==> src/rtl/cpu_dbg_pkg.sv <==
//------------------------------------------------------------------------------
// cpu_dbg_pkg
//
// Shared definitions for the CPU run/debug controller:
//   - encoding of the controller state as seen on the external state output
//   - clog2 helper used to size index, pointer and count fields
//
// The state encoding is visible to the board and to software, so the numeric
// values must not be reordered.
//------------------------------------------------------------------------------
package cpu_dbg_pkg;

   // Controller states (numeric values are architecturally visible)
   localparam logic [1:0] ST_IDLE = 2'd0;   // core parked, waiting for start/step
   localparam logic [1:0] ST_RUN  = 2'd1;   // free running
   localparam logic [1:0] ST_STEP = 2'd2;   // exactly one enabled cycle
   localparam logic [1:0] ST_HALT = 2'd3;   // stopped by stop pulse, breakpoint or step

   // Ceiling log2 usable in constant expressions.
   // clog2(1) = 0, clog2(2) = 1, clog2(8) = 3, clog2(9) = 4.
   function automatic int clog2(input int value);
      int result;
      result = 0;
      for (int i = 0; i < 31; i++) begin
         if ((32'd1 << i) < value) begin
            result = i + 1;
         end
      end
      return result;
   endfunction

endpackage : cpu_dbg_pkg

==> src/rtl/cpu_trace_buf.sv <==
//------------------------------------------------------------------------------
// cpu_trace_buf
//
// Circular PC trace buffer. Every write stores one PC; once the buffer is full
// a new write overwrites the oldest entry, so the buffer always holds the most
// recent TRACE_DEPTH executed PCs. Entries are popped oldest-first with a
// registered read (one cycle latency).
//
// Ports:
//   clk       in   clock, rising edge
//   rst_n     in   asynchronous active-low reset (pointers/count/read reg)
//   clear     in   synchronous flush, takes priority over write and pop
//   wr_en     in   store wr_pc this cycle
//   wr_pc     in   PC to store
//   rd_req    in   pop request; honoured only when not writing and not empty
//   rd_pc     out  popped PC, registered
//   rd_valid  out  one-cycle pulse: rd_pc was updated by a pop
//   count     out  number of entries held, saturates at TRACE_DEPTH
//------------------------------------------------------------------------------
module cpu_trace_buf
   import cpu_dbg_pkg::*;
#(
   parameter int PC_WIDTH    = 8,
   parameter int TRACE_DEPTH = 8     // power of two, >= 2
) (
   input  logic                        clk,
   input  logic                        rst_n,
   input  logic                        clear,
   input  logic                        wr_en,
   input  logic [PC_WIDTH-1:0]         wr_pc,
   input  logic                        rd_req,
   output logic [PC_WIDTH-1:0]         rd_pc,
   output logic                        rd_valid,
   output logic [clog2(TRACE_DEPTH):0] count
);

   localparam int AW = clog2(TRACE_DEPTH);
   localparam logic [AW:0] DEPTH_CNT = (AW+1)'(TRACE_DEPTH);

   // Storage has no reset so it can map onto block/distributed RAM.
   logic [PC_WIDTH-1:0] mem [TRACE_DEPTH];

   logic [AW-1:0]       wr_ptr_reg;
   logic [AW-1:0]       rd_ptr_reg;
   logic [AW:0]         count_reg;
   logic [PC_WIDTH-1:0] rd_pc_reg;
   logic                rd_valid_reg;

   logic full;
   logic empty;
   logic do_write;
   logic do_pop;

   assign full  = (count_reg == DEPTH_CNT);
   assign empty = (count_reg == '0);

   // Writes happen only while the core is enabled and pops only while it is
   // not, so they never collide; the gating below keeps that true even if a
   // caller asserts both.
   assign do_write = wr_en && !clear;
   assign do_pop   = rd_req && !wr_en && !clear && !empty;

   always_ff @(posedge clk) begin
      if (do_write) begin
         mem[wr_ptr_reg] <= wr_pc;
      end
   end

   always_ff @(posedge clk or negedge rst_n) begin
      if (!rst_n) begin
         wr_ptr_reg <= '0;
         rd_ptr_reg <= '0;
         count_reg  <= '0;
      end else if (clear) begin
         wr_ptr_reg <= '0;
         rd_ptr_reg <= '0;
         count_reg  <= '0;
      end else if (do_write) begin
         // Depth is a power of two, so pointer wrap is the natural overflow.
         wr_ptr_reg <= wr_ptr_reg + AW'(1);
         if (full) begin
            // Overwriting the oldest entry: drag the read pointer along.
            rd_ptr_reg <= rd_ptr_reg + AW'(1);
         end else begin
            count_reg  <= count_reg + (AW+1)'(1);
         end
      end else if (do_pop) begin
         rd_ptr_reg <= rd_ptr_reg + AW'(1);
         count_reg  <= count_reg - (AW+1)'(1);
      end
   end

   always_ff @(posedge clk or negedge rst_n) begin
      if (!rst_n) begin
         rd_pc_reg    <= '0;
         rd_valid_reg <= 1'b0;
      end else begin
         rd_valid_reg <= do_pop;
         if (do_pop) begin
            rd_pc_reg <= mem[rd_ptr_reg];
         end
      end
   end

   assign rd_pc    = rd_pc_reg;
   assign rd_valid = rd_valid_reg;
   assign count    = count_reg;

endmodule : cpu_trace_buf

==> src/rtl/cpu_run_ctrl.sv <==
//------------------------------------------------------------------------------
// cpu_run_ctrl
//
// Run/debug controller between the board control inputs and the pipelined CPU
// core. Sequences the core enable/start for free run, single step, external
// stop and NUM_BP PC breakpoints, and keeps a circular trace of the most
// recently executed PCs for readout while the core is not enabled.
//
// Ports:
//   clock        in   system clock, rising edge
//   reset        in   asynchronous active-low reset
//   start        in   pulse: launch from IDLE, resume from HALT
//   step         in   pulse: one enabled cycle from IDLE or HALT
//   stop         in   pulse: force HALT from RUN
//   bp_en        in   per-breakpoint enable
//   bp_addr      in   breakpoint addresses, entry i at [i*PC_WIDTH +: PC_WIDTH]
//   pc           in   current CPU program counter
//   cpu_halt     in   core retired a HALT instruction
//   cpu_enable   out  core enable (combinational)
//   cpu_start    out  core start pulse (registered, one cycle)
//   state        out  IDLE=0, RUN=1, STEP=2, HALT=3
//   bp_hit       out  last HALT entry was caused by a breakpoint
//   bp_idx       out  index of the breakpoint that caused it
//   trace_rd     in   pop the oldest trace entry
//   trace_pc     out  popped PC, registered
//   trace_valid  out  one-cycle pulse: trace_pc holds a popped entry
//   trace_count  out  trace entries held
//------------------------------------------------------------------------------
module cpu_run_ctrl
   import cpu_dbg_pkg::*;
#(
   parameter  int PC_WIDTH    = 8,
   parameter  int NUM_BP      = 2,   // 1..8
   parameter  int TRACE_DEPTH = 8,   // power of two, >= 2
   localparam int BP_IDX_W    = (clog2(NUM_BP) > 0) ? clog2(NUM_BP) : 1,
   localparam int CNT_W       = clog2(TRACE_DEPTH) + 1
) (
   input  logic                       clock,
   input  logic                       reset,
   input  logic                       start,
   input  logic                       step,
   input  logic                       stop,
   input  logic [NUM_BP-1:0]          bp_en,
   input  logic [NUM_BP*PC_WIDTH-1:0] bp_addr,
   input  logic [PC_WIDTH-1:0]        pc,
   input  logic                       cpu_halt,
   output logic                       cpu_enable,
   output logic                       cpu_start,
   output logic [1:0]                 state,
   output logic                       bp_hit,
   output logic [BP_IDX_W-1:0]        bp_idx,
   input  logic                       trace_rd,
   output logic [PC_WIDTH-1:0]        trace_pc,
   output logic                       trace_valid,
   output logic [CNT_W-1:0]           trace_count
);

   logic [1:0]          state_reg;
   logic [1:0]          state_next;
   logic                skip_reg;
   logic                skip_next;
   logic                cpu_start_reg;
   logic                cpu_start_next;
   logic                bp_hit_reg;
   logic                bp_hit_next;
   logic [BP_IDX_W-1:0] bp_idx_reg;
   logic [BP_IDX_W-1:0] bp_idx_next;

   logic [NUM_BP-1:0]   bp_raw;
   logic [BP_IDX_W-1:0] bp_win;
   logic                bp_match_eff;
   logic                enable_int;
   logic                trace_clear;

   //---------------------------------------------------------------------------
   // Breakpoint comparators
   //---------------------------------------------------------------------------
   generate
      for (genvar gi = 0; gi < NUM_BP; gi++) begin : g_bp_cmp
         assign bp_raw[gi] = bp_en[gi] && (pc == bp_addr[gi*PC_WIDTH +: PC_WIDTH]);
      end
   endgenerate

   // Lowest matching index wins: scan from the top so lower indices overwrite.
   always_comb begin
      bp_win = '0;
      for (int i = NUM_BP - 1; i >= 0; i--) begin
         if (bp_raw[i]) begin
            bp_win = BP_IDX_W'(i);
         end
      end
   end

   // skip masks the breakpoint at the resume address for the first RUN cycle,
   // so a resume from a breakpoint halt executes that instruction instead of
   // halting on it again.
   assign bp_match_eff = (|bp_raw) && !skip_reg && (state_reg == ST_RUN);

   // Enable drops in the same cycle as the halting condition so the core
   // never advances past the breakpoint / stop / HALT instruction.
   assign enable_int = ((state_reg == ST_RUN) && !bp_match_eff && !stop && !cpu_halt)
                    || (state_reg == ST_STEP);

   //---------------------------------------------------------------------------
   // Run/debug FSM
   //---------------------------------------------------------------------------
   always_comb begin
      state_next     = state_reg;
      skip_next      = skip_reg;
      cpu_start_next = 1'b0;
      bp_hit_next    = bp_hit_reg;
      bp_idx_next    = bp_idx_reg;
      trace_clear    = 1'b0;

      case (state_reg)
         ST_IDLE: begin
            // A fresh launch restarts the core and discards the old trace.
            if (start) begin
               state_next     = ST_RUN;
               cpu_start_next = 1'b1;
               trace_clear    = 1'b1;
            end else if (step) begin
               state_next     = ST_STEP;
               cpu_start_next = 1'b1;
               trace_clear    = 1'b1;
            end
         end

         ST_RUN: begin
            skip_next = 1'b0;
            if (cpu_halt) begin
               state_next = ST_IDLE;
            end else if (stop) begin
               state_next  = ST_HALT;
               bp_hit_next = 1'b0;
            end else if (bp_match_eff) begin
               state_next  = ST_HALT;
               bp_hit_next = 1'b1;
               bp_idx_next = bp_win;
            end
         end

         ST_STEP: begin
            // Breakpoints are not evaluated here; a step always executes.
            if (cpu_halt) begin
               state_next = ST_IDLE;
            end else begin
               state_next  = ST_HALT;
               bp_hit_next = 1'b0;
            end
         end

         ST_HALT: begin
            // Resume continues the current program: no start pulse.
            if (start) begin
               state_next = ST_RUN;
               skip_next  = 1'b1;
            end else if (step) begin
               state_next = ST_STEP;
            end
         end

         default: begin
            state_next = ST_IDLE;
         end
      endcase
   end

   always_ff @(posedge clock or negedge reset) begin
      if (!reset) begin
         state_reg     <= ST_IDLE;
         skip_reg      <= 1'b0;
         cpu_start_reg <= 1'b0;
         bp_hit_reg    <= 1'b0;
         bp_idx_reg    <= '0;
      end else begin
         state_reg     <= state_next;
         skip_reg      <= skip_next;
         cpu_start_reg <= cpu_start_next;
         bp_hit_reg    <= bp_hit_next;
         bp_idx_reg    <= bp_idx_next;
      end
   end

   //---------------------------------------------------------------------------
   // Trace buffer: records every enabled cycle; pops only while not enabled.
   //---------------------------------------------------------------------------
   cpu_trace_buf #(
      .PC_WIDTH    (PC_WIDTH),
      .TRACE_DEPTH (TRACE_DEPTH)
   ) u_trace_buf (
      .clk      (clock),
      .rst_n    (reset),
      .clear    (trace_clear),
      .wr_en    (enable_int),
      .wr_pc    (pc),
      .rd_req   (trace_rd),
      .rd_pc    (trace_pc),
      .rd_valid (trace_valid),
      .count    (trace_count)
   );

   assign cpu_enable = enable_int;
   assign cpu_start  = cpu_start_reg;
   assign state      = state_reg;
   assign bp_hit     = bp_hit_reg;
   assign bp_idx     = bp_idx_reg;

endmodule : cpu_run_ctrl
==> config.mk <==
export PLATFORM = sky130hd
export DESIGN_NAME = cpu_run_ctrl
export DESIGN_NICKNAME = d
export VERILOG_FILES = /design/src/rtl/cpu_dbg_pkg.sv /design/src/rtl/cpu_trace_buf.sv /design/src/rtl/cpu_run_ctrl.sv
export SDC_FILE = /design/constraint.sdc
export NUM_CORES = 1
export LEC_CHECK = 0
export ABC_AREA = 1
export ABC_CLOCK_PERIOD_IN_PS = 3600
export BUFFER_PORTS_ARGS = -buffer_cell sky130_fd_sc_hd__clkbuf_2
export CORE_ASPECT_RATIO = 0.7
export CORE_UTILIZATION = 35
export DETAILED_ROUTE_END_ITERATION = 7
export PLACE_DENSITY = 0.63
export SETUP_SLACK_MARGIN = 0.5
export SYNTH_ARGS = -nofsm -noshare
export SYNTH_HDL_FRONTEND = slang
export SYNTH_SLANG_ARGS = --single-unit
==> constraint.sdc <==
create_clock -name clock -period 3.6 [get_ports clock]
set_clock_uncertainty 0.2 [all_clocks]
set_input_delay 0.18 -clock clock [delete_from_list [all_inputs] [get_ports clock]]
set_output_delay 0.18 -clock clock [all_outputs]
set_load 0.1 [all_outputs]
==> results of run 1 <==
[metal layers]
metal / GRT usage / up-vias / part of all wire
met3: 0.0498 / 4 / 0.089
met1: 0.216 / 1387 / 0.46
met4: 0.0291 / 0 / 0.0064
met5: 0 / - / 0
met2: 0.234 / 99 / 0.44
li1: - / 1460 / -
[cell type report]
class | count | area, um^2
Clock buffer | 9 | 225
Tap cell | 153 | 191
Fill cell | 1038 | 6300
Multi-Input combinational cell | 242 | 1380
Clock inverter | 7 | 43.8
Sequential cell | 89 | 2550
Inverter | 46 | 178
Timing Repair Buffer | 65 | 373
[worst reg2reg max path: stages, from the launching register on]
cell      delay [ns]
dfrtp_4         0.49
inv_1           0.11
ha_2            0.20
inv_1           0.08
nor3_4          0.17
nand2_4         0.10
nand2_8         0.09
clkinv_4        0.08
nor2_4          0.13
inv_1           0.08
ha_1            0.32
a21oi_1         0.15
nand2_1         0.10
xor2_2          0.16
nand2_1         0.06
nand2_1         0.04
nor2_1          0.10
nand2_1         0.05
nand2_1         0.06
[logic make-up (layout without fill, tap and decap cells)]
kind of cell               count (synthesis)  in the layout  share of synthesized area
xor gates and xnor gates                   6              6                     0.0127
buffers and inverters                     58            127                     0.0563
DFF                                       89             89                      0.616
muxes                                      8              8                     0.0194
AOI/OAI and AO/OA                         75             75                      0.117
and+or+nand+nor                          144            144                      0.150
adders and majority gates                  9              9                     0.0291
[timing repair]
action | 4_1_cts | 5_1_grt
gates resized for setup | 0 | 4
endpoints found under the setup margin | 0 | 1
hold endpoints to repair | 35 | 0
hold buffers | 5 | 0
[report_power, final]
part | switching (uW) | total (uW) | internal, uW | leakage [uW]
clock | 386 | 853 | 468 | 0.000135
combinational | 1560 | 2090 | 530 | 0.00110
sequential | 154 | 1470 | 1320 | 0.000891
[synthesized netlist by cell type, types with 2 or more instances]
cell type  number  area (um^2)
ha_1            8          100
clkbuf_1        9         33.8
nor2_1         29          109
o21ai_0        32          160
a21boi_1        2         15.0
edfxtp_1       64         1920
nand3_1         8         40.0
nand2_1        93          349
nand2_4         3         33.8
o221ai_1        8         70.1
buf_2           2         10.0
inv_2           3         11.3
mux2i_1         8         80.1
dfrtp_1        25          626
nand2_2         3         18.8
xor2_1          6         52.6
o21ai_2         9         78.8
inv_1          42          158
a32oi_1         8         70.1
a21oi_1        13         65.1
[worst max-delay path by stage]
stage	endpoint	startpoint	depth (start not counted)	slack (ns)
after global placement	u_trace_buf.count[3]	state[1]	18	0.85
after floorplan	u_trace_buf.count[3]	state[1]	18	0.59
after global routing	u_trace_buf.count[3]	state[1]	18	0.49
final	u_trace_buf.count[3]	state[1]	18	0.78
after CTS	u_trace_buf.count[3]	state[1]	18	0.74
after detailed placement	u_trace_buf.count[3]	state[1]	18	0.74
[per-stage QoR]
stage	utilization	worst slack (ns)	area, um^2	cells
2_1_floorplan	-	0.590	4160	389
3_3_place_gp	0.410	0.853	4610	590
3_5_place_dp	0.410	0.741	4610	590
4_1_cts	0.439	0.736	4930	611
5_1_grt	0.440	0.493	4950	611
6_report	0.440	0.775	4950	611
==> flow_summary.json, run 1 <==
{
  "status": "finished with violations",
  "failed_checks": "negative hold slack",
  "hold_path_depth": 1,
  "avgSynthCellArea_um2": 10.6,
  "io_pins": 52,
  "slew_headroom": 0.255,
  "tightest_slew_ns": 1.12,
  "drive_above_1_share": 0.225,
  "crit_path_end_kind": "flop",
  "num_rows": 32,
  "track_usage": 0.154,
  "critPathLaunchType": "flop",
  "clk_latency_ns": 0.33,
  "route.detailed.drc": 0,
  "min_to": "u_trace_buf.mem[0][3]",
  "p_leak_uw": 0.00213,
  "critPathMaxStageDelay_ns": 0.49,
  "core_um2": 11300,
  "netlist_instances": 389,
  "vias": 2950,
  "final_cell_mix": "nand2_1, edfxtp_1, clkbuf_2, inv_1, o21ai_0",
  "start_util": 0.367,
  "syn-cell-area_um2": 4130,
  "nets": 495,
  "cts_made_buffers": 9,
  "crit_arrival_ns": 2.90,
  "critPathTopFamily": "simple AND/OR/NAND/NOR gates",
  "cts_sinks": 89,
  "hp-class": "in -> reg",
  "required_ns": 3.67,
  "io_buffers": 51,
  "whs_ns": -0.00319,
  "finalCritPeriodShare": 0.785,
  "grt_max_degree": 35,
  "fmax_ghz": 0.354,
  "critPathKind": "reg -> reg",
  "antenna_found_initial": 0,
  "min_period_ns": 2.82,
  "reg2reg_to": "u_trace_buf.count[3]",
  "dp.final_hpwl_mm": 6.13,
  "final_common_cell": "nand2_1",
  "gp_congestion": 0.808,
  "first_pass_iters": 4,
  "cp_common_cell": "nand2_1",
  "synth-main-ff-cell": "edfxtp_1",
  "syn2layout_area_growth_pct": 19.7,
  "largest_reg_flops": 64,
  "syn_nets": 431,
  "critPathSlowestCell": "dfrtp_4",
  "tns_ns": 0,
  "ys_ff_latch": 89,
  "ys_types": 34,
  "crit_buf_inv": 4,
  "drv_cap": 0,
  "synthArstFlopShare": 0.281,
  "synth_edf_count": 64,
  "die_h_um": 92.9,
  "via_per_inst": 4.83,
  "p_per_area_nw_per_um2": 891,
  "path_max_fanout": 8,
  "reg2reg_depth": 18,
  "ant_nets": 0,
  "drt_iter0_drc": 250,
  "hold_viol_final": 1,
  "wl_per_cell_um": 14.3,
  "ys_seq_area_frac": 0.616,
  "die_area_um2": 12300,
  "finalMaxSlewViolations": 0,
  "drt-total-wl_mm": 8.71,
  "clock-root-buffer": "clkbuf_16",
  "rsz0062_at_grt": "false",
  "diodes": 0,
  "grt_pass1_wl_mm": 14.2,
  "grt_pass1_vias": 2762,
  "cts_max_level": 3,
  "yosys_warnings": 0,
  "die_w_um": 132,
  "power_uw": 4410,
  "r2r-start": "state[1]",
  "overflow": 0,
  "clk_pin_slew_ns": 0.06,
  "hp-start": "pc[3]",
  "cts_tree": "yes",
  "worstPathCellList": "inv_1 > ha_2 > inv_1 > nor3_4 > nand2_4 > nand2_8 > clkinv_4 > nor2_4 > inv_1 > ha_1 > a21oi_1 > nand2_1 > xor2_2 > nand2_1 > nand2_1 > nor2_1 > nand2_1 > nand2_1",
  "finalSetupViolCount": 0,
  "r2r_slack_ns": 0.78,
  "peakVddDrop_mv": 0.746,
  "clk_path_buf_depth": 2,
  "post_cts_buffers": 0
}
Note: power is estimated with default switching activity, not from simulation.
==> run 2, diff against run 1 <==
- ABC_AREA: 1 -> 0
- ABC_CLOCK_PERIOD_IN_PS: 3600 -> 2500
- PLACE_DENSITY: 0.63 -> 0.65
- clock period: 3.6 -> 2.5 ns (I/O delays scaled with it)
==> flow_summary.json, run 2 <==
{
  "status": "complete, no violations",
  "via_per_inst": 5.02,
  "fmax_ghz": 0.408,
  "clock-root-buffer": "clkbuf_16",
  "avgSynthCellArea_um2": 14.6,
  "cts_sinks": 89,
  "vias": 2817,
  "die_h_um": 93.0,
  "p_comb_frac": 0.518,
  "critPathSlowestCell": "dfrtp_4",
  "track_usage": 0.165,
  "p_int_uw": 4310,
  "critPathKind": "reg -> reg",
  "ys_seq_area_frac": 0.615,
  "final_common_cell": "edfxtp_1",
  "finalMaxSlewViolations": 0,
  "cts_tree": "yes",
  "syn2layout_area_growth_pct": 40.6,
  "switching_power_uw": 3180,
  "finalSetupViolCount": 0,
  "diodes": 0,
  "rsz0062_at_grt": "true",
  "clk_latency_ns": 0.34,
  "antenna_found_initial": 0,
  "dp.final_hpwl_mm": 6.23,
  "route.detailed.drc": 0,
  "required_ns": 2.36,
  "die_w_um": 132,
  "grt_pass1_wl_mm": 15.1,
  "p_leak_uw": 0.00227,
  "clk_pin_slew_ns": 0.07,
  "first_pass_iters": 4,
  "tightest_slew_ns": 0.718,
  "drt_iter0_drc": 269,
  "ys_ff_latch": 89,
  "wl_per_cell_um": 16.6,
  "peakVddDrop_mv": 0.667,
  "crit_path_end_kind": "flop",
  "layout.cells.non_filler": 561,
  "io_buffers": 51,
  "synth_area_leader_cell": "edfxtp_1",
  "critPathLaunchType": "flop",
  "drt-total-wl_mm": 9.32,
  "ant_nets": 0,
  "core_um2": 11300,
  "worstPathCellList": "inv_4 > ha_4 > nand2b_4 > nor2_4 > a31oi_4 > inv_8 > buf_4 > buf_8 > nand3_4 > buf_6 > buf_4 > nor2_4 > buf_12",
  "placed_cells": 508,
  "largest_reg_flops": 64,
  "grt_max_degree": 26,
  "drv_cap": 0,
  "clk_path_buf_depth": 2,
  "p_per_area_nw_per_um2": 1290,
  "finalCritPeriodShare": 0.980,
  "netlist.area_leader.share": 0.464,
  "path_max_fanout": 7,
  "io_pins": 52,
  "whs_ns": 0.0105,
  "nets": 445,
  "ys_types": 54,
  "final_cell_mix": "edfxtp_1, clkbuf_2, buf_4, nand2_1, dfrtp_1",
  "synth_edf_count": 64,
  "post-synth-top-count-cell": "edfxtp_1",
  "hold_viol_final": 0,
  "syn_nets": 325,
  "critPathMaxStageDelay_ns": 0.50,
  "num_rows": 32,
  "hp-class": "in -> reg",
  "synth_commonest_cells": "edfxtp_1, nand2_1, dfrtp_1, xor2_1, mux4_2",
  "power_uw": 7490,
  "synth-main-ff-cell": "edfxtp_1",
  "drive_above_1_share": 0.478,
  "slew_headroom": 0.521,
  "gp_congestion": 0.785,
  "min_period_ns": 2.45,
  "yosys_warnings": 0,
  "crit_arrival_ns": 2.31,
  "pwr-share-clk": 0.191,
  "synth.area.top_cells": "edfxtp_1, dfrtp_1, mux4_2",
  "seqPwrFrac": 0.291,
  "swShare": 0.425,
  "cts_max_level": 3,
  "netlist_instances": 283,
  "syn-cell-area_um2": 4140,
  "cts_made_buffers": 9,
  "overflow": 0,
  "die_area_um2": 12300,
  "start_util": 0.368,
  "synthArstFlopShare": 0.281,
  "grt_pass1_vias": 2831
}
==> run 2: area by class of cell <==
cell class	instances	area [um^2]
inverters	9	50.0
repair buffers	119	930
multi-input cells	175	1770
clock inverters	7	95.1
well taps	153	191
fillers	952	5430
flip-flops and latches	89	2560
clock buffers	9	225
==> run 2: metrics by stage <==
stage / setup TNS [ns] / area [um^2] / utilization / worst slack [ns]
after global placement: -0.102 / 4940 / 0.440 / -0.102
after global routing: -0.491 / 5820 / 0.517 / -0.0768
after CTS: -0.00835 / 5740 / 0.510 / -0.00835
final: 0 / 5820 / 0.517 / 0.0493
after detailed placement: -0.222 / 4940 / 0.440 / -0.162
after floorplan: -15.98 / 4300 / - / -0.334
==> run 2: repair_timing <==
item,4_1_cts,5_1_grt
hold buffers,13,0
setup buffers,16,7
gates cloned,1,0
pin swaps,10,14
resized for setup,42,6
endpoints found under the hold margin,83,0
setup endpoints to repair,80,86
==> run 2: path summary, 6_finish.rpt <==
path | depth (start not counted) | slack (ns) | endpoint | start
max | 13 | 0.05 | u_trace_buf.mem[7][4] | state[1]
min | 2 | 0.01 | u_trace_buf.mem[2][2] | pc[2]
max reg2reg | 13 | 0.05 | u_trace_buf.mem[7][4] | state[1]
min reg2reg | 1 | 0.31 | u_trace_buf.rd_pc[1] | u_trace_buf.rd_pc[1]
max in group asynchronous | 2 | 1.40 | state[1] | reset
min in group asynchronous | 2 | 0.16 | u_trace_buf.rd_pc[7] | reset
==> run 2: critical path, delay by kind of cell (launching register included) <==
kind,cells,cell delay [ns]
compound gates,1,0.12
flops,1,0.50
simple gates,4,0.39
fa+ha+maj,1,0.13
buf+inv,7,0.81
==> run 2: cell families (layout without fill, tap and decap cells) <==
logic type	after synthesis	after routing	share of synthesized area
flip-flops	89	89	0.615
multiplexers	27	27	0.124
buffers and inverters	20	144	0.0193
XOR/XNOR	18	18	0.0381
AO/OA/AOI/OAI	37	37	0.0683
adder cells (fa/ha/maj)	9	9	0.0290
AND/OR/NAND/NOR	83	84	0.106
==> run 2: layer usage <==
metal | vias to the layer above | share of wire | GRT usage
li1 | 1329 | - | -
met1 | 1399 | 0.49 | 0.230
met2 | 79 | 0.45 | 0.255
met3 | 10 | 0.048 | 0.0401
met4 | 0 | 0.011 | 0.0494
met5 | - | 0 | 0
==> run 2: power groups by stage <==
stage | Combinational, uW | Clock [uW] | Sequential, uW
global route | 4130 | 1520 | 2220
detailed placement | 3280 | 0 | 2180
CTS | 3760 | 1460 | 2180
floorplan | 1740 | 0 | 2990
global placement | 3220 | 0 | 2170
finish | 3880 | 1430 | 2180
==> run 3, diff against run 2 <==
--- a/config.mk
+++ b/config.mk
@@ -10,7 +10,7 @@
 export BUFFER_PORTS_ARGS = -buffer_cell sky130_fd_sc_hd__clkbuf_2
 export CORE_ASPECT_RATIO = 0.7
-export CORE_UTILIZATION = 35
+export CORE_UTILIZATION = 39
 export DETAILED_ROUTE_END_ITERATION = 7
-export PLACE_DENSITY = 0.65
+export PLACE_DENSITY = 0.7
 export SETUP_SLACK_MARGIN = 0.5
 export SYNTH_ARGS = -nofsm -noshare
--- a/constraint.sdc
+++ b/constraint.sdc
@@ -3,3 +3,3 @@
 set_input_delay 0.125 -clock clock [delete_from_list [all_inputs] [get_ports clock]]
 set_output_delay 0.125 -clock clock [all_outputs]
-set_load 0.1 [all_outputs]
+set_load 0.005 [all_outputs]
==> flow_summary.json, run 3 (synthesis results as in run 2) <==
{
  "cts_max_level": 3,
  "grt_pass1_wl_mm": 15.3,
  "clk_latency_ns": 0.35,
  "grt_pass1_vias": 2977,
  "gp_congestion": 0.795,
  "crit_arrival_ns": 2.36,
  "grt_max_degree": 26,
  "io_buffers": 51,
  "layout.cells.non_filler": 550,
  "crit_buf_inv": 8,
  "reg2reg_depth": 14,
  "first_pass_iters": 6,
  "drive_above_1_share": 0.488,
  "critPathKind": "reg -> reg",
  "peakVddDrop_mv": 0.601,
  "p_leak_uw": 0.00231,
  "r2r_slack_ns": 0.005,
  "crit_path_end_kind": "flop",
  "clk_path_buf_depth": 2,
  "slew_headroom": 0.524,
  "syn2layout_area_growth_pct": 42.2,
  "critPathMaxStageDelay_ns": 0.40,
  "critPathLaunchType": "flop",
  "io_pins": 52,
  "p_per_area_nw_per_um2": 1120,
  "die_h_um": 88.2,
  "dp_slack_ns": -0.141,
  "postLayoutSetupSlackWorst_ns": 0.00484,
  "drv_cap": 0,
  "hold_viol_final": 0,
  "hp-class": "in -> reg",
  "start_util": 0.401,
  "antenna_found_initial": 0,
  "worstPathCellList": "inv_2 > ha_4 > nand2b_4 > nor2_4 > a31oi_4 > inv_4 > buf_4 > buf_6 > buf_6 > nand3_4 > buf_6 > buf_4 > nor2_4 > buf_12",
  "cts_tree": "yes",
  "finalMaxSlewViolations": 0,
  "p_int_uw": 4270,
  "cp.depth": 14,
  "route.detailed.drc": 4,
  "die_w_um": 125,
  "final_cell_mix": "edfxtp_1, clkbuf_2, buf_4, nand2_1, buf_6",
  "critPathSlowestCell": "dfrtp_1",
  "drt-total-wl_mm": 10.1,
  "path_max_fanout": 7,
  "finalSetupViolCount": 0,
  "pwr-share-clk": 0.192,
  "drt_iter0_drc": 202,
  "largest_reg_flops": 64,
  "swShare": 0.351,
  "vias": 2940,
  "status": "finished with violations",
  "die_area_um2": 11000,
  "rsz0062_at_grt": "true",
  "overflow": 0,
  "seqPwrFrac": 0.322,
  "core_um2": 10300,
  "ant_nets": 0,
  "fmax_ghz": 0.401,
  "clk_pin_slew_ns": 0.07,
  "final_common_cell": "edfxtp_1",
  "num_rows": 31,
  "p_comb_frac": 0.487,
  "required_ns": 2.36,
  "placed_cells": 485,
  "clock-root-buffer": "clkbuf_16",
  "hold_path_depth": 2,
  "via_per_inst": 5.35,
  "wl_per_cell_um": 18.3,
  "dp.final_hpwl_mm": 6.28,
  "nets": 455,
  "failed_checks": "design-rule violations",
  "min_period_ns": 2.50,
  "switching_power_uw": 2310,
  "track_usage": 0.190,
  "cts_sinks": 89,
  "tightest_slew_ns": 0.715,
  "final_core_util": 0.571,
  "diodes": 0,
  "cp_common_cell": "buf_6",
  "finalCritPeriodShare": 0.998,
  "cts_made_buffers": 9,
  "critPathTopFamily": "buffers and inverters"
}
## run 3: path summary, 6_finish.rpt
| path | from | end |
|---|---|---|
| worst min register to register | u_trace_buf.rd_pc[4] | u_trace_buf.rd_pc[4] |
| max in group asynchronous | reset | state[0] |
| min in group asynchronous | reset | u_trace_buf.rd_pc[3] |
| worst max-delay path | state[1] | u_trace_buf.mem[7][1] |
| worst min-delay path | pc[7] | u_trace_buf.mem[7][7] |
| worst max register to register | state[1] | u_trace_buf.mem[7][1] |
## run 3: power groups by stage
stage	logic [uW]	registers [uW]	clock network [uW]
2_1_floorplan	1630	2070	0
3_3_place_gp	2290	2110	0
3_5_place_dp	2340	2120	0
4_1_cts	2820	2110	1290
5_1_grt	3470	2140	1350
6_report	3200	2120	1260
## run 3: area by class of cell
type	instances	area [um^2]
fill	796	4430
inverter	9	40.0
multi-input combinational	175	1810
sequential	89	2550
clock buffer	10	239
clock inverter	6	43.8
tap	132	165
timing repair buffer	129	1050
## run 3: metrics by stage
step | power, uW | TNS [ns] | area (um^2) | hold WS (ns)
after floorplan | 3690 | -0.0987 | 4270 | -0.371
after global placement | 4400 | -0.308 | 4870 | 0.00739
after detailed placement | 4470 | -0.928 | 4870 | 0.0198
after CTS | 6210 | 0 | 5680 | 0.000830
after global routing | 6960 | -1.07 | 5890 | 0.00376
final | 6590 | 0 | 5890 | 0.00158
## run 3: routing by layer
layer | global-route usage | wire [um] | up-vias
met2 | 0.307 | 4870 | 106
met1 | 0.248 | 4460 | 1473
met5 | 0 | 0 | -
met3 | 0.0635 | 671 | 7
met4 | 0.0510 | 64 | 0
li1 | - | - | 1354
## run 3: repair_timing
| item | 4_1_cts | 5_1_grt |
|---|---|---|
| setup buffers | 25 | 10 |
| pin swaps | 19 | 19 |
| resized for setup | 35 | 29 |
| hold buffers | 13 | 0 |
| hold endpoints to repair | 86 | 0 |
| cloned | 1 | 0 |
| endpoints found under the setup margin | 79 | 83 |
